[config.mk]
export PLATFORM = sky130hd
export DESIGN_NAME = zcheck_sweep_ctrl
export DESIGN_NICKNAME = d
export VERILOG_FILES = /design/src/rtl/zcheck_sweep_ctrl.sv
export SDC_FILE = /design/constraint.sdc
export NUM_CORES = 1
export LEC_CHECK = 0
export CORE_MARGIN = 10
export CORE_UTILIZATION = 50
export DETAILED_ROUTE_END_ITERATION = 8
export GPL_TIMING_DRIVEN = 0
export PLACE_DENSITY = 0.85
export SETUP_SLACK_MARGIN = 0.1
export SLEW_MARGIN = 0
export SYNTH_ARGS = -nofsm -noshare
export SYNTH_HDL_FRONTEND = slang
export SYNTH_SLANG_ARGS = --single-unit
[constraint.sdc]
create_clock -name clk -period 4.9 [get_ports clk]
set_input_delay 1.225 -clock clk [delete_from_list [all_inputs] [get_ports clk]]
set_output_delay 1.225 -clock clk [all_outputs]
set_load 0.01 [all_outputs]
[src/rtl/zcheck_sweep_ctrl.sv]
// Sweeps a channel range through the front-end zcheck start/busy/done handshake, one channel at a time.
// Define ZSWEEP_TIMEOUT_EN to add a per-phase timeout with retry and failure bookkeeping.
module zcheck_sweep_ctrl #(
  parameter int CH_W      = 12,
  parameter int TIMEOUT   = 65535,
  parameter int MAX_RETRY = 2
) (
  input  logic            clk,
  input  logic            rstn,
  input  logic            sweep_start,
  input  logic            sweep_abort,
  input  logic [CH_W-1:0] ch_first,
  input  logic [CH_W-1:0] ch_last,
  input  logic            dev_busy,
  input  logic            dev_done,
  output logic            dev_start,
  output logic [CH_W-1:0] dev_channel,
  output logic            sweep_busy,
  output logic            sweep_done,
  output logic            sweep_aborted,
  output logic            ch_fail,
  output logic [CH_W-1:0] fail_channel,
  output logic [CH_W-1:0] fail_count
);

  localparam logic [2:0] S_IDLE   = 3'd0;
  localparam logic [2:0] S_ISSUE  = 3'd1;
  localparam logic [2:0] S_WAIT   = 3'd2;
  localparam logic [2:0] S_NEXT   = 3'd3;
  localparam logic [2:0] S_DRAIN  = 3'd4;
  localparam logic [2:0] S_FINISH = 3'd5;

  logic [2:0]      state_q, state_d;
  logic            dev_start_q, dev_start_d;
  logic [CH_W-1:0] chan_q, chan_d;
  logic [CH_W-1:0] last_q, last_d;
  logic            done_flag_q, done_flag_d;
  logic            busy_q, busy_d;
  logic            sweep_done_q, sweep_done_d;
  logic            aborted_q, aborted_d;
  logic            wait_fin;

  // A done pulse arriving in the same cycle that busy is already low completes WAIT at once.
  assign wait_fin = (done_flag_q | dev_done) & ~dev_busy;

`ifdef ZSWEEP_TIMEOUT_EN
  localparam int PH_W = (TIMEOUT > 1) ? $clog2(TIMEOUT) : 1;
  localparam int RT_W = (MAX_RETRY > 0) ? $clog2(MAX_RETRY + 1) : 1;

  logic [PH_W-1:0] phase_q, phase_d;
  logic [RT_W-1:0] retry_q, retry_d;
  logic            ch_fail_q, ch_fail_d;
  logic [CH_W-1:0] fail_chan_q, fail_chan_d;
  logic [CH_W-1:0] fail_cnt_q, fail_cnt_d;
  logic            timeout_hit;

  // Progress (handshake, completion, abort) always wins over an expiring phase.
  assign timeout_hit = (phase_q == PH_W'(TIMEOUT - 1)) && !sweep_abort &&
                       ((state_q == S_ISSUE && !dev_busy) || (state_q == S_WAIT && !wait_fin));
`endif

  always_comb begin
    // NOTE: every next-state signal gets a default first, so no path through the case infers a latch.
    state_d      = state_q;
    dev_start_d  = dev_start_q;
    chan_d       = chan_q;
    last_d       = last_q;
    done_flag_d  = done_flag_q;
    aborted_d    = aborted_q;
    sweep_done_d = 1'b0;
`ifdef ZSWEEP_TIMEOUT_EN
    phase_d     = '0;
    retry_d     = retry_q;
    ch_fail_d   = 1'b0;
    fail_chan_d = fail_chan_q;
    fail_cnt_d  = fail_cnt_q;
`endif
    case (state_q)
      S_IDLE: begin
        done_flag_d = 1'b0;
        if (sweep_start) begin
          chan_d    = ch_first;
          last_d    = ch_last;
          aborted_d = 1'b0;
`ifdef ZSWEEP_TIMEOUT_EN
          retry_d    = '0;
          fail_cnt_d = '0;
`endif
          if (ch_first > ch_last) begin
            state_d = S_FINISH;
          end else begin
            state_d     = S_ISSUE;
            dev_start_d = 1'b1;
          end
        end
      end
      S_ISSUE: begin
        if (sweep_abort) begin
          dev_start_d = 1'b0;
          state_d     = S_DRAIN;
        end else if (dev_busy) begin
          dev_start_d = 1'b0;
          state_d     = S_WAIT;
        end else begin
          dev_start_d = 1'b1;
`ifdef ZSWEEP_TIMEOUT_EN
          phase_d = phase_q + 1'b1;
`endif
        end
      end
      S_WAIT: begin
        if (sweep_abort) begin
          done_flag_d = 1'b0;
          state_d     = S_DRAIN;
        end else if (wait_fin) begin
          done_flag_d = 1'b0;
          state_d     = S_NEXT;
        end else begin
          done_flag_d = done_flag_q | dev_done;
`ifdef ZSWEEP_TIMEOUT_EN
          phase_d = phase_q + 1'b1;
`endif
        end
      end
      S_NEXT: begin
        if (sweep_abort) begin
          state_d = S_DRAIN;
        end else if (chan_q == last_q) begin
          // Compare before incrementing so an all-ones upper bound never wraps to zero.
          state_d = S_FINISH;
        end else begin
          chan_d      = chan_q + 1'b1;
          state_d     = S_ISSUE;
          dev_start_d = 1'b1;
`ifdef ZSWEEP_TIMEOUT_EN
          retry_d = '0;
`endif
        end
      end
      S_DRAIN: begin
        dev_start_d = 1'b0;
        if (!dev_busy) begin
          aborted_d = 1'b1;
          state_d   = S_FINISH;
        end
      end
      S_FINISH: begin
        sweep_done_d = 1'b1;
        state_d      = S_IDLE;
      end
      default: state_d = S_IDLE;
    endcase
`ifdef ZSWEEP_TIMEOUT_EN
    if (timeout_hit) begin
      dev_start_d = 1'b0;
      done_flag_d = 1'b0;
      phase_d     = '0;
      if (retry_q < RT_W'(MAX_RETRY)) begin
        retry_d = retry_q + 1'b1;
        state_d = S_ISSUE;
      end else begin
        ch_fail_d   = 1'b1;
        fail_chan_d = chan_q;
        if (fail_cnt_q != '1) fail_cnt_d = fail_cnt_q + 1'b1;
        state_d = S_NEXT;
      end
    end
`endif
  end

  assign busy_d = (state_d != S_IDLE);

  always_ff @(posedge clk) begin
    // NOTE: state registers use non-blocking assignments so every flop samples pre-edge values.
    if (!rstn) begin
      state_q      <= S_IDLE;
      dev_start_q  <= 1'b0;
      chan_q       <= '0;
      last_q       <= '0;
      done_flag_q  <= 1'b0;
      busy_q       <= 1'b0;
      sweep_done_q <= 1'b0;
      aborted_q    <= 1'b0;
    end else begin
      state_q      <= state_d;
      dev_start_q  <= dev_start_d;
      chan_q       <= chan_d;
      last_q       <= last_d;
      done_flag_q  <= done_flag_d;
      busy_q       <= busy_d;
      sweep_done_q <= sweep_done_d;
      aborted_q    <= aborted_d;
    end
  end

`ifdef ZSWEEP_TIMEOUT_EN
  always_ff @(posedge clk) begin
    if (!rstn) begin
      phase_q     <= '0;
      retry_q     <= '0;
      ch_fail_q   <= 1'b0;
      fail_chan_q <= '0;
      fail_cnt_q  <= '0;
    end else begin
      phase_q     <= phase_d;
      retry_q     <= retry_d;
      ch_fail_q   <= ch_fail_d;
      fail_chan_q <= fail_chan_d;
      fail_cnt_q  <= fail_cnt_d;
    end
  end

  assign ch_fail      = ch_fail_q;
  assign fail_channel = fail_chan_q;
  assign fail_count   = fail_cnt_q;
`else
  assign ch_fail      = 1'b0;
  assign fail_channel = '0;
  assign fail_count   = '0;
`endif

  assign dev_start     = dev_start_q;
  assign dev_channel   = chan_q;
  assign sweep_busy    = busy_q;
  assign sweep_done    = sweep_done_q;
  assign sweep_aborted = aborted_q;

endmodule

## Word-level counts from Yosys, hierarchy flattened

Index checks and enable logic that the tools add are counted.

| word-level totals | value |
|---|---|
| register bits | 32 |
| input port bits | 30 |
| output and inout bits | 41 |
| logic and storage cells | 62 |

| operators by class | value |
|---|---|
| $add $sub $neg | 1 |
| order comparisons | 1 |
| equal/unequal tests | 11 |
| mux-type cells | 28 |
| bitwise operators | 3 |
| reduce and logical (&&, ||, !) cells | 10 |

Operator list:

| kind | count |
|---|---|
| 12-bit 2-to-1 mux | 3 |
| 3-bit 2-to-1 mux | 9 |
| 12-bit one-hot mux with 2 select lines | 1 |
| 3-bit one-hot mux with 5 select lines | 1 |
| 12-bit by 1-bit adder with 12-bit output (second input constant) | 1 |
| 12-bit == test | 1 |
| 12-bit > comparator | 1 |
| 1-bit 2-to-1 mux | 11 |
| 2-bit != test (second input constant) | 5 |
| 3-bit by 2-bit == test with 1-bit output (second input constant) | 2 |
| 3-bit == test (second input constant) | 2 |
| 2-bit nonzero test | 3 |
| 5-bit AND reduction | 1 |
| 1-bit one-hot mux with 2 select lines | 2 |
| 1-bit one-hot mux with 4 select lines | 1 |
| 4-bit AND reduction | 1 |
| 4-bit nonzero test | 1 |
| 3-bit by 1-bit == test with 1-bit output (second input constant) | 1 |
| 3-bit logical NOT | 1 |
| 3-bit AND reduction | 1 |
| 3-bit nonzero test | 1 |
| 2-bit AND reduction | 1 |
| 1-bit bitwise AND | 1 |
| 1-bit inverter | 1 |
| 1-bit bitwise OR | 1 |

## Logic depth before layout (Yosys ltp)

| depth | value |
|---|---|
| word-level depth | 6 |
| gate-level depth with buffers | 7 |
| depth with buffers taken out | 7 |

## Worst setup path after synthesis

No wires, ideal clock.

| path | value |
|---|---|
| path type | in2reg |
| start point | input port ch_last[11] |
| end point | register dev_start_q (netlist: dev_start) |
| setup time | 95 ps |
| arrival | 2635 ps |
| required time | 4805 ps |
| slack | 2170 ps |
| stages on the path | 7 |
| buffers on the path | 0 |
| cells stage by stage | inv_1 -> ha_1 -> a21oi_1 -> o21ai_0 -> a2111oi_0 -> a211oi_1 -> a221oi_1 |

| on the way | value |
|---|---|
| cells in the longest elaborated chain, start to end | 3 |

RTL lines:

| element | RTL line | text |
|---|---|---|
| from (decl) | 13 | `input logic [CH_W-1:0] ch_last,` |
| 12-bit > comparator | 89 | `if (ch_first > ch_last) begin` |
| 2-bit != test (no line) | - |  |
| 5-bit AND reduction (no line) | - |  |
| to (signal assigned) | 186 | `dev_start_q <= dev_start_d;` |
| to (decl) | 34 | `logic dev_start_q, dev_start_d;` |

No other way between the ends.
A chain may end at the register's enable or synchronous reset.

## Worst setup path in the final report

Same ends and word-level chain as after synthesis.

==> results.tsv <==
stage	metric	value	unit
status	status	completed	
routing	Wirelength per Cell	15.96	um
placed_design	Placed Cells incl. Taps	422	
synth	Yosys reg bits	32	
floorplan	row count	24	
synth	Syn Area/Cell	7.570	um^2
worst_setup_path	family with the most delay on the worst path	compound AO/OA/AOI/OAI gates	
routing	Residual DRC	0	
sta	Worst Skew	0.007099	ns
routing	Via Count	2403	
sta	final hold violation count	0	
floorplan	Die Wd	87.51	um
grt	GRT overflow	0	
clocking	Setup Fix Bufs, Post-CTS	0	
layout	diode count	0	
synth	synth top area cells	dfxtp_1 28%, buf_4 8.2%, a21oi_1 7.5%	
clocking	H-tree lvl count	2	
synth	FFs w/ async S/R, synth	0	%
worst_setup_path	CP bufs+invs	2	
worst_setup_path	CP max stage cell	a2111oi_0	
worst_setup_path	slowest stage delay, CP	0.61	ns
worst_setup_path	CP startpoint	ch_last[11]	
sta	final slew viol count	0	
worst_setup_path	CP endpoint kind	register	
grt	initial antenna violation count	0	
clocking	cts bufs inserted	5	
clocking	CTS root buf	clkbuf_8	
layout	final layout net count	420	
pwr	Pwr per Cell Area	281.4	nW/um^2
floorplan	Vert. Die Dim	87.51	um
synth	Syn. warnings	0	
synth	top cells by count, synth	40 x nand2_1, 34 x a21oi_1, 32 x dfxtp_1	
clocking	CTS tree	done	
worst_setup_path	worst path arrival time	3.50	ns
grt	largest net degree at the start of global routing	11	
worst_setup_path	RR Startpoint	dev_channel[0]	
synth	cell area after synthesis	2278	um^2
layout	Cell Count, Final, Fillers Out	430	
synth	Mapped Cells	301	
layout	Layout area overhead	31.30	%
grt	overall routing resource usage	17.85	%
floorplan	core area	4384	um^2
routing	TritonRoute pass-1 iters	5	
synth	Top FF cell, synth	dfxtp_1	
worst_setup_path	Setup crit start kind	input port	
placed_design	PortBufs	45	
clocking	clk buf depth	2	
synth	Synth top area share	28.12	%
floorplan	IO Count	71	
clocking	post-CTS sizing	0	
worst_hold_path	HP Class	register to register	
layout	layout cells sized above 1	12.43	%
floorplan	initial core utilization	51.97	%
synth	EDFF count, synth	0	
sta	Tmin final	3.306	ns
worst_hold_path	Hold Crit Start	last_q[6]	
worst_setup_path	CP required	5.10	ns
clocking	clk sinks	32	
sta	Max transition margin	56.22	%
placed_design	RePlAce Congestion	0.9004	
run	# Max-Cap Violations	0	
clocking	cts hold-fix bufs	0	
routing	Starting DRT DRC Count	311	
sta	Fmax	0.3025	GHz
placed_design	post-DP HPWL	5459	um
sta	Final period util	67.46	%
clocking	worst skew pair latency	0.29	ns
synth	Seq/Total Area, Yosys	28.12	%
grt	vias in the first global route	2341	
synth	most numerous cell in the Yosys netlist	nand2_1	
pwr	Lkg Pwr	1.312	nW
routing	routed vias/inst	5.588	
sta	RSZ-0062 raised after global routing	no	
sta	Hold WS	0.4739	ns
sta	worst-margin pin slew	0.6402	ns
pwr	VDD IR-drop max	135.5	uV
sta	Final setup viols	0	
clocking	Worst-path clk slew	0.07	ns
sta	Setup TNS Final	0	ns
routing	total wire length	6864	um
routing	post-route ant nets	0	
worst_setup_path	Max Fanout on Critical Path	3	
grt	first-pass GRT wire length	11270	um
synth	library cells used by synthesis	42	
worst_setup_path	crit path cell chain	clkdlybuf4s50_1 > inv_1 > ha_1 > a21oi_1 > o21ai_0 > a2111oi_0 > a211oi_1 > a221oi_1	
worst_setup_path	critical path type	input port to register	
synth	area leader, netlist	dfxtp_1	
floorplan	die area	7657	um^2
-- report_power, final --
group          switching [mW]  total, mW  internal (mW)  leakage [nW]
Clock                  0.0988      0.250          0.151        0.0552
Combinational           0.141      0.273          0.131         0.994
Sequential             0.0316      0.320          0.288         0.263
Total                   0.272      0.842          0.570          1.31
-- placed cells by master, fill, tap and decap left out, types with 3 or more instances in the layout --
master / n
clkdlybuf4s50_1: 45
o32ai_1: 7
nor3_1: 10
clkbuf_8: 5
nor2_1: 23
a211oi_1: 3
dfxtp_1: 32
nand2_1: 40
a21oi_1: 34
ha_1: 13
xor2_1: 12
o21ai_0: 6
buf_2: 3
conb_1: 25
buf_4: 25
a21oi_2: 3
nand4_1: 6
nor2b_1: 3
inv_1: 17
a31oi_1: 3
o221a_2: 4
o211ai_1: 3
nor4_1: 9
clkbuf_1: 10
a22oi_1: 4
and3_1: 4
nand3_1: 3
nand3b_1: 3
-- stage by stage --
step                power, mW  setup WS, ns  util (%)  cell area, um^2
floorplan              0.4891         2.170         -             2369
global placement       0.5853         1.418     65.78             2884
detailed placement     0.5929         1.421     65.78             2884
CTS                    0.8395         1.683     68.24             2992
global route           0.8916         1.417     68.24             2992
finish                 0.8419         1.594     68.24             2992
-- layout make-up --
cell class	instances	area [um^2]
tap	52	65.06
clock inverter	2	35.03
timing repair buffer	45	450.4
clock buffer	6	72.57
fill	385	1393
sequential	32	640.6
multi-input combinational	235	1398
buffer	40	262.8
inverter	18	67.56
-- metal layers --
layer | wire [um] | global-route usage, % | vias to the layer above
met5 | 0 | 0 | -
met4 | 127 | 4.493 | 0
met3 | 781 | 5.150 | 18
met2 | 3242 | 30.03 | 138
met1 | 2713 | 21.69 | 1076
li1 | - | - | 1171
-- cell families after synthesis --
family	Yosys count	share of synthesized area, %
flip-flops	32	28.12
adder cells (fa/ha/maj)	13	7.139
AND/OR/NAND/NOR	106	21.86
XOR/XNOR	12	4.613
other	1	0.1646
buffers and inverters	58	14.50
AO/OA/AOI/OAI	79	23.61
-- state kept, by name (all words and copies together) (netlist names) --
signal         count
dev_start          1
sweep_busy         1
dev_channel       12
state_q            3
last_q            12
sweep_aborted      1
sweep_done         1
done_flag_q        1
-- tightest hold or removal path: stages, from the launching register on --
cell and delay (ns):
dfxtp_1 0.32, nand2_1 0.05, a21oi_1 0.05
-- final timing paths --
path / slack [ns] / depth (start not counted) / end
worst max-delay path: 1.59 / 8 / dev_start
worst min-delay path: 0.47 / 2 / last_q[6]
worst min register to register: 0.47 / 2 / last_q[6]
worst max register to register: 2.95 / 6 / dev_channel[6]
No activity file was read; power rests on OpenSTA's default activity.
